--- config.mk ---
export PLATFORM = sky130hd
export DESIGN_NAME = dual_write_regfile
export DESIGN_NICKNAME = d
export VERILOG_FILES = /design/src/rtl/mips_pkg.sv /design/src/rtl/regfile_read_mux.sv /design/src/rtl/dual_write_regfile.sv
export SDC_FILE = /design/constraint.sdc
export NUM_CORES = 2
export LEC_CHECK = 0
export ABC_AREA = 0
export CAP_MARGIN = 20
export CORE_ASPECT_RATIO = 2
export CORE_MARGIN = 2
export CORE_UTILIZATION = 42
export CTS_BUF_LIST = sky130_fd_sc_hd__clkbuf_16
export DETAILED_ROUTE_END_ITERATION = 8
export GPL_TIMING_DRIVEN = 1
export PLACE_DENSITY = 0.58
export SLEW_MARGIN = 40
export SYNTH_ARGS = -nofsm -noshare
export SYNTH_HDL_FRONTEND = slang
export SYNTH_SLANG_ARGS = --single-unit
--- constraint.sdc ---
create_clock -name clk -period 6.3 [get_ports clk]
set_input_delay 1.26 -clock clk [delete_from_list [all_inputs] [get_ports clk]]
set_output_delay 1.26 -clock clk [all_outputs]
set_load 0.03 [all_outputs]
--- src/rtl/mips_pkg.sv ---
// Shared MIPS datapath types and constants used by the decode-stage register file.
package mips_pkg;

  localparam int unsigned DATA_W = 32;
  localparam int unsigned ADDR_W = 5;

  typedef logic [4:0]  reg_idx_t;
  typedef logic [31:0] word_t;

  localparam reg_idx_t REG_ZERO = 5'd0;

endpackage

--- src/rtl/regfile_read_mux.sv ---
// One asynchronous read port of the register file, with optional hardwired-zero index 0.
module regfile_read_mux
  import mips_pkg::*;
#(
  parameter int unsigned DATA_W   = mips_pkg::DATA_W,
  parameter int unsigned ADDR_W   = mips_pkg::ADDR_W,
  parameter bit          ZERO_REG = 1'b1
) (
  input  logic [DATA_W-1:0] registers [2**ADDR_W],
  input  logic [ADDR_W-1:0] readReg,
  output logic [DATA_W-1:0] readData
);

  localparam logic [ADDR_W-1:0] ZeroIdx = ADDR_W'(REG_ZERO);

  always_comb begin
    readData = registers[readReg];
    if (ZERO_REG && (readReg == ZeroIdx)) begin
      readData = '0;
    end
  end

endmodule

--- src/rtl/dual_write_regfile.sv ---
// 32 x 32-bit MIPS register file: two combinational read ports, two synchronous write ports.
// Port 2 wins when both ports write the same register on the same edge.
module dual_write_regfile
  import mips_pkg::*;
#(
  parameter int unsigned DATA_W   = mips_pkg::DATA_W,
  parameter int unsigned ADDR_W   = mips_pkg::ADDR_W,
  parameter bit          ZERO_REG = 1'b1
) (
  input  logic              clk,
  input  logic              rst_n,
  input  logic              RegWrite,
  input  logic [ADDR_W-1:0] ReadReg1,
  input  logic [ADDR_W-1:0] ReadReg2,
  input  logic [ADDR_W-1:0] WriteReg1,
  input  logic [DATA_W-1:0] WriteData1,
  input  logic              RegWrite2,
  input  logic [ADDR_W-1:0] WriteReg2,
  input  logic [DATA_W-1:0] WriteData2,
  output logic [DATA_W-1:0] ReadData1,
  output logic [DATA_W-1:0] ReadData2
);

  localparam int unsigned       NumRegs = 2**ADDR_W;
  localparam logic [ADDR_W-1:0] ZeroIdx = ADDR_W'(REG_ZERO);

  logic [DATA_W-1:0] registers [NumRegs];

  logic writeEn1;
  logic writeEn2;

  always_comb begin
    writeEn1 = RegWrite  && !(ZERO_REG && (WriteReg1 == ZeroIdx));
    writeEn2 = RegWrite2 && !(ZERO_REG && (WriteReg2 == ZeroIdx));
  end

  // Port 2 is assigned last so it takes priority on an address collision.
  always_ff @(posedge clk or negedge rst_n) begin
    if (!rst_n) begin
      for (int i = 0; i < NumRegs; i++) begin
        registers[i] <= '0;
      end
    end else begin
      if (writeEn1) begin
        registers[WriteReg1] <= WriteData1;
      end
      if (writeEn2) begin
        registers[WriteReg2] <= WriteData2;
      end
    end
  end

  regfile_read_mux #(
    .DATA_W  (DATA_W),
    .ADDR_W  (ADDR_W),
    .ZERO_REG(ZERO_REG)
  ) uReadMuxA (
    .registers(registers),
    .readReg  (ReadReg1),
    .readData (ReadData1)
  );

  regfile_read_mux #(
    .DATA_W  (DATA_W),
    .ADDR_W  (ADDR_W),
    .ZERO_REG(ZERO_REG)
  ) uReadMuxB (
    .registers(registers),
    .readReg  (ReadReg2),
    .readData (ReadData2)
  );

endmodule

==> metrics.md <==
| Metric | Value |
|---|---|
| Status | `finished clean` |
| Worst-case clock buffer depth | `3` |
| CP Cell Sequence | `clkdlybuf4s50_1 -> buf_4 -> nor2b_4 -> buf_4 -> a22oi_1 -> and3_1 -> nor3_1 -> buf_4 -> buf_12` |
| Initial antenna violation count | `37` |
| Postcts setup bufs | `0` |
| Flops & latches, synth | `between 1,000 and 1,500` |
| Via-to-Cell Ratio | `around 6.7` |
| Fillers | `~14,000` |
| Die width | `279 um` |
| Residual DRC | `0` |
| Row count | `~200` |
| Reg with most FFs | `registers` |
| Reg2Reg Launch Point | `registers[513]` |
| Number of synthesized flops with an enable pin | `0` |
| Rel. slew slack | `0.329` |
| CTS tree | `built` |
| Pin count of the biggest net entering global routing | `approximately 130` |
| DP HPWL | `about 170,000 um` |
| Finished Layout Cells | `~8,000` |
| GPL Wtd Cong | `between 0.9 and 1` |
| Fin. Hold Viols | `0` |
| Worst Hold Launch | `registers[992]` |
| Syn_nets | `6,089` |
| H-Tree Depth | `3` |
| WP data required | `5040 ps` |
| Clk pin slew, worst setup/hold paths | `60 ps` |
| Reg2reg end | `registers[513]` |
| Top Family by Delay on Critical Path | `buffers and inverters` |
| Synth Flop Type | `dfrtp_1` |
| Hold_buf cts | `0` |
| Worst min path class | `register to register` |
| Top-count cell post-synth | `mux2i_1` |
| CTS Buf Count | `96` |
| Total gr overflow | `0` |
| Vias | `~52,000` |
| Final core utilization | `0.465` |
| Crit-path max FO | `28` |
| Mapped Area | `roughly 64,000 um^2` |
| Setup Skew | `0 ps` |
| Iter 0 DRT Violations | `around 6,200` |
| Warnings, synthesis | `0` |
| Tot Pwr | `21,600 uW` |
| Synth top cells by count | `mux2i_1, dfrtp_1, nor2_1` |
| Sequential share of the synthesized area | `0.402` |
| DP Worst Slack | `around 480 ps` |
| Yosys cell types | `55` |
| ANT nets after route | `0` |
| RSZ-0062 raised after global routing | `false` |
| Die footprint | `roughly 160,000 um^2` |
| CP dominant cell by count | `buf_4` |
| Setup slack, reg-to-reg | `about 5500 ps` |
| Fmax | `~170 MHz` |
| Maximum capacitance violations | `0` |
| Root Buffer Master | `clkbuf_16` |
| Worst reg2reg path depth | `2` |
| Register area | `between 20,000 and 30,000 um^2` |
| Clk sinks | `1,024` |
| Cts repair resizes | `0` |
| Synth Instances | `approximately 6,000` |
| Gr usage total | `0.352` |
| Worst-margin pin slew | `between 900 and 1000 ps` |
| Final period utilization | `0.951` |
| Core ar. | `between 150,000 and 200,000 um^2` |
| CP Launch Type | `primary input` |
| Max reg flops | `1,024` |
| Final-stage net count | `5,847` |
| WL/cell | `between 30 and 40 um` |
| Top Ports | `about 150` |
| First-pass GRT wire length | `between 300,000 and 400,000 um` |
| Leading registers by flop count | `registers x1024` |
| Setup violators final | `0` |
| Vias in the first global route | `just over 50,000` |
| Setup WS post-layout | `308 ps` |
| Sum Neg Setup Slack | `0 ps` |
| Ratio of cells with drive above 1 in the final layout | `0.176` |
| Die Y | `~550 um` |
| CP max stage cell | `buf_4` |
| Post-placement cell count | `approximately 7,600` |
| Routed WL | `around 280,000 um` |
| Static Leak | `~0.030 uW` |
| Initial core utilization | `0.422` |
| Critical Setup Path Class | `primary input to output port` |
| Leading post-synthesis cells by cell area | `dfrtp_1, mux2i_1, mux4_2, a21oi_1, nor2_1` |
| Critical path's largest stage delay | `730 ps` |
| Synth top area share | `0.402` |
| Pwr/cell area | `roughly 310 nW/um^2` |
| Tmin final | `5990 ps` |
| Port bufs | `151` |
| First-pass DRT Iterations | `6` |
| WHS Endpoint | `registers[992]` |
| Area grow syn2layout | `10.3%` |
| Hold path cells | `0` |
| Asr flop ratio synth | `1.00` |
| Largest area contributor in the netlist | `dfrtp_1` |
| Worst-Skew Late Latency | `approximately 700 ps` |
| CP Capture Type | `output port` |
| Peak VDD IR | `approximately 0.23 mV` |
| Mapped Avg Cell Area | `around 11 um^2` |
| CP arrival | `around 4700 ps` |
| CP Buf/Inv Count | `5` |
| Max-slew violations | `0` |
| Multi-input logic area | `about 35,000 um^2` |
-- power by group --
group	switching [uW]	internal [uW]
Sequential	1470	8290
Combinational	2910	3110
Clock	2820	3030
Total	7200	14400
-- routing by layer --
| layer | wire (um) | track usage |
|---|---|---|
| met1 | 94100 | 0.400 |
| met2 | 134000 | 0.582 |
| met3 | 22000 | 0.0589 |
| met4 | 26600 | 0.292 |
| met5 | 79 | 0 |
-- how the worst max path moves through the flow --
| stage | from | to | cells after the start | slack [ps] |
|---|---|---|---|---|
| after global routing | ReadReg2[2] | ReadData2[27] | 9 | 400 |
| after floorplan | ReadReg2[1] | ReadData2[0] | 7 | 1800 |
| after global placement | ReadReg2[2] | ReadData2[6] | 8 | 430 |
| after detailed placement | ReadReg2[2] | ReadData2[30] | 9 | 480 |
| final | ReadReg2[2] | ReadData2[30] | 9 | 310 |
| after CTS | ReadReg2[2] | ReadData2[27] | 9 | 460 |
-- worst reg2reg max path, delay by kind of cell, from the launching register on --
kind / cells / cell delay [ps]
AOI/OAI and AO/OA: 1 / 100
DFF: 1 / 410
muxes: 1 / 170
-- cell type report --
type,count,share of cell area
clock buffers,100,0.0356
flip-flops and latches,1024,0.364
diodes,22,0.000783
repair buffers,396,0.0574
multi-input cells,4241,0.501
clock inverters,78,0.00644
well taps,1938,0.0345
-- through the flow --
stage | hold slack (ps) | instance area, um^2
2_1_floorplan | 425 | 63700
3_3_place_gp | 360 | 66800
3_5_place_dp | 363 | 67300
4_1_cts | 378 | 70200
5_1_grt | 387 | 70300
6_report | 374 | 70300
-- layout by cell type (no fill, tap or decap), types with 12 or more instances in the layout --
cell type and count:
nand2_1 426, buf_4 203, buf_12 47, o21ai_0 310
a32oi_1 52, mux2i_1 1110, nor2b_1 26, nor2_1 646
a211oi_1 29, a22oi_1 78, and3_1 54, clkbuf_16 100
clkinv_1 28, buf_2 18, a21oi_1 644, mux4_2 415
nor2_4 21, nand2_8 14, nor3_1 33, a22o_1 29
diode_2 22, dfrtp_1 1024, buf_6 20, o21ai_1 63
a221oi_1 55, inv_1 20, clkinv_2 22, mux2_2 91
o221ai_1 29, o211ai_1 12, clkdlybuf4s50_1 93
-- kinds of logic (layout without fill, tap and decap cells) --
| kind of cell | Yosys count | count (layout) | share of synthesized area |
|---|---|---|---|
| buffers and inverters | 736 | 574 | 0.0546 |
| AO/OA/AOI/OAI | 1308 | 1308 | 0.117 |
| flip-flops | 1024 | 1024 | 0.402 |
| other | 0 | 22 | 0 |
| multiplexers | 1616 | 1616 | 0.337 |
| AND/OR/NAND/NOR | 1317 | 1317 | 0.0888 |
No activity file was read; power rests on OpenSTA's default activity.
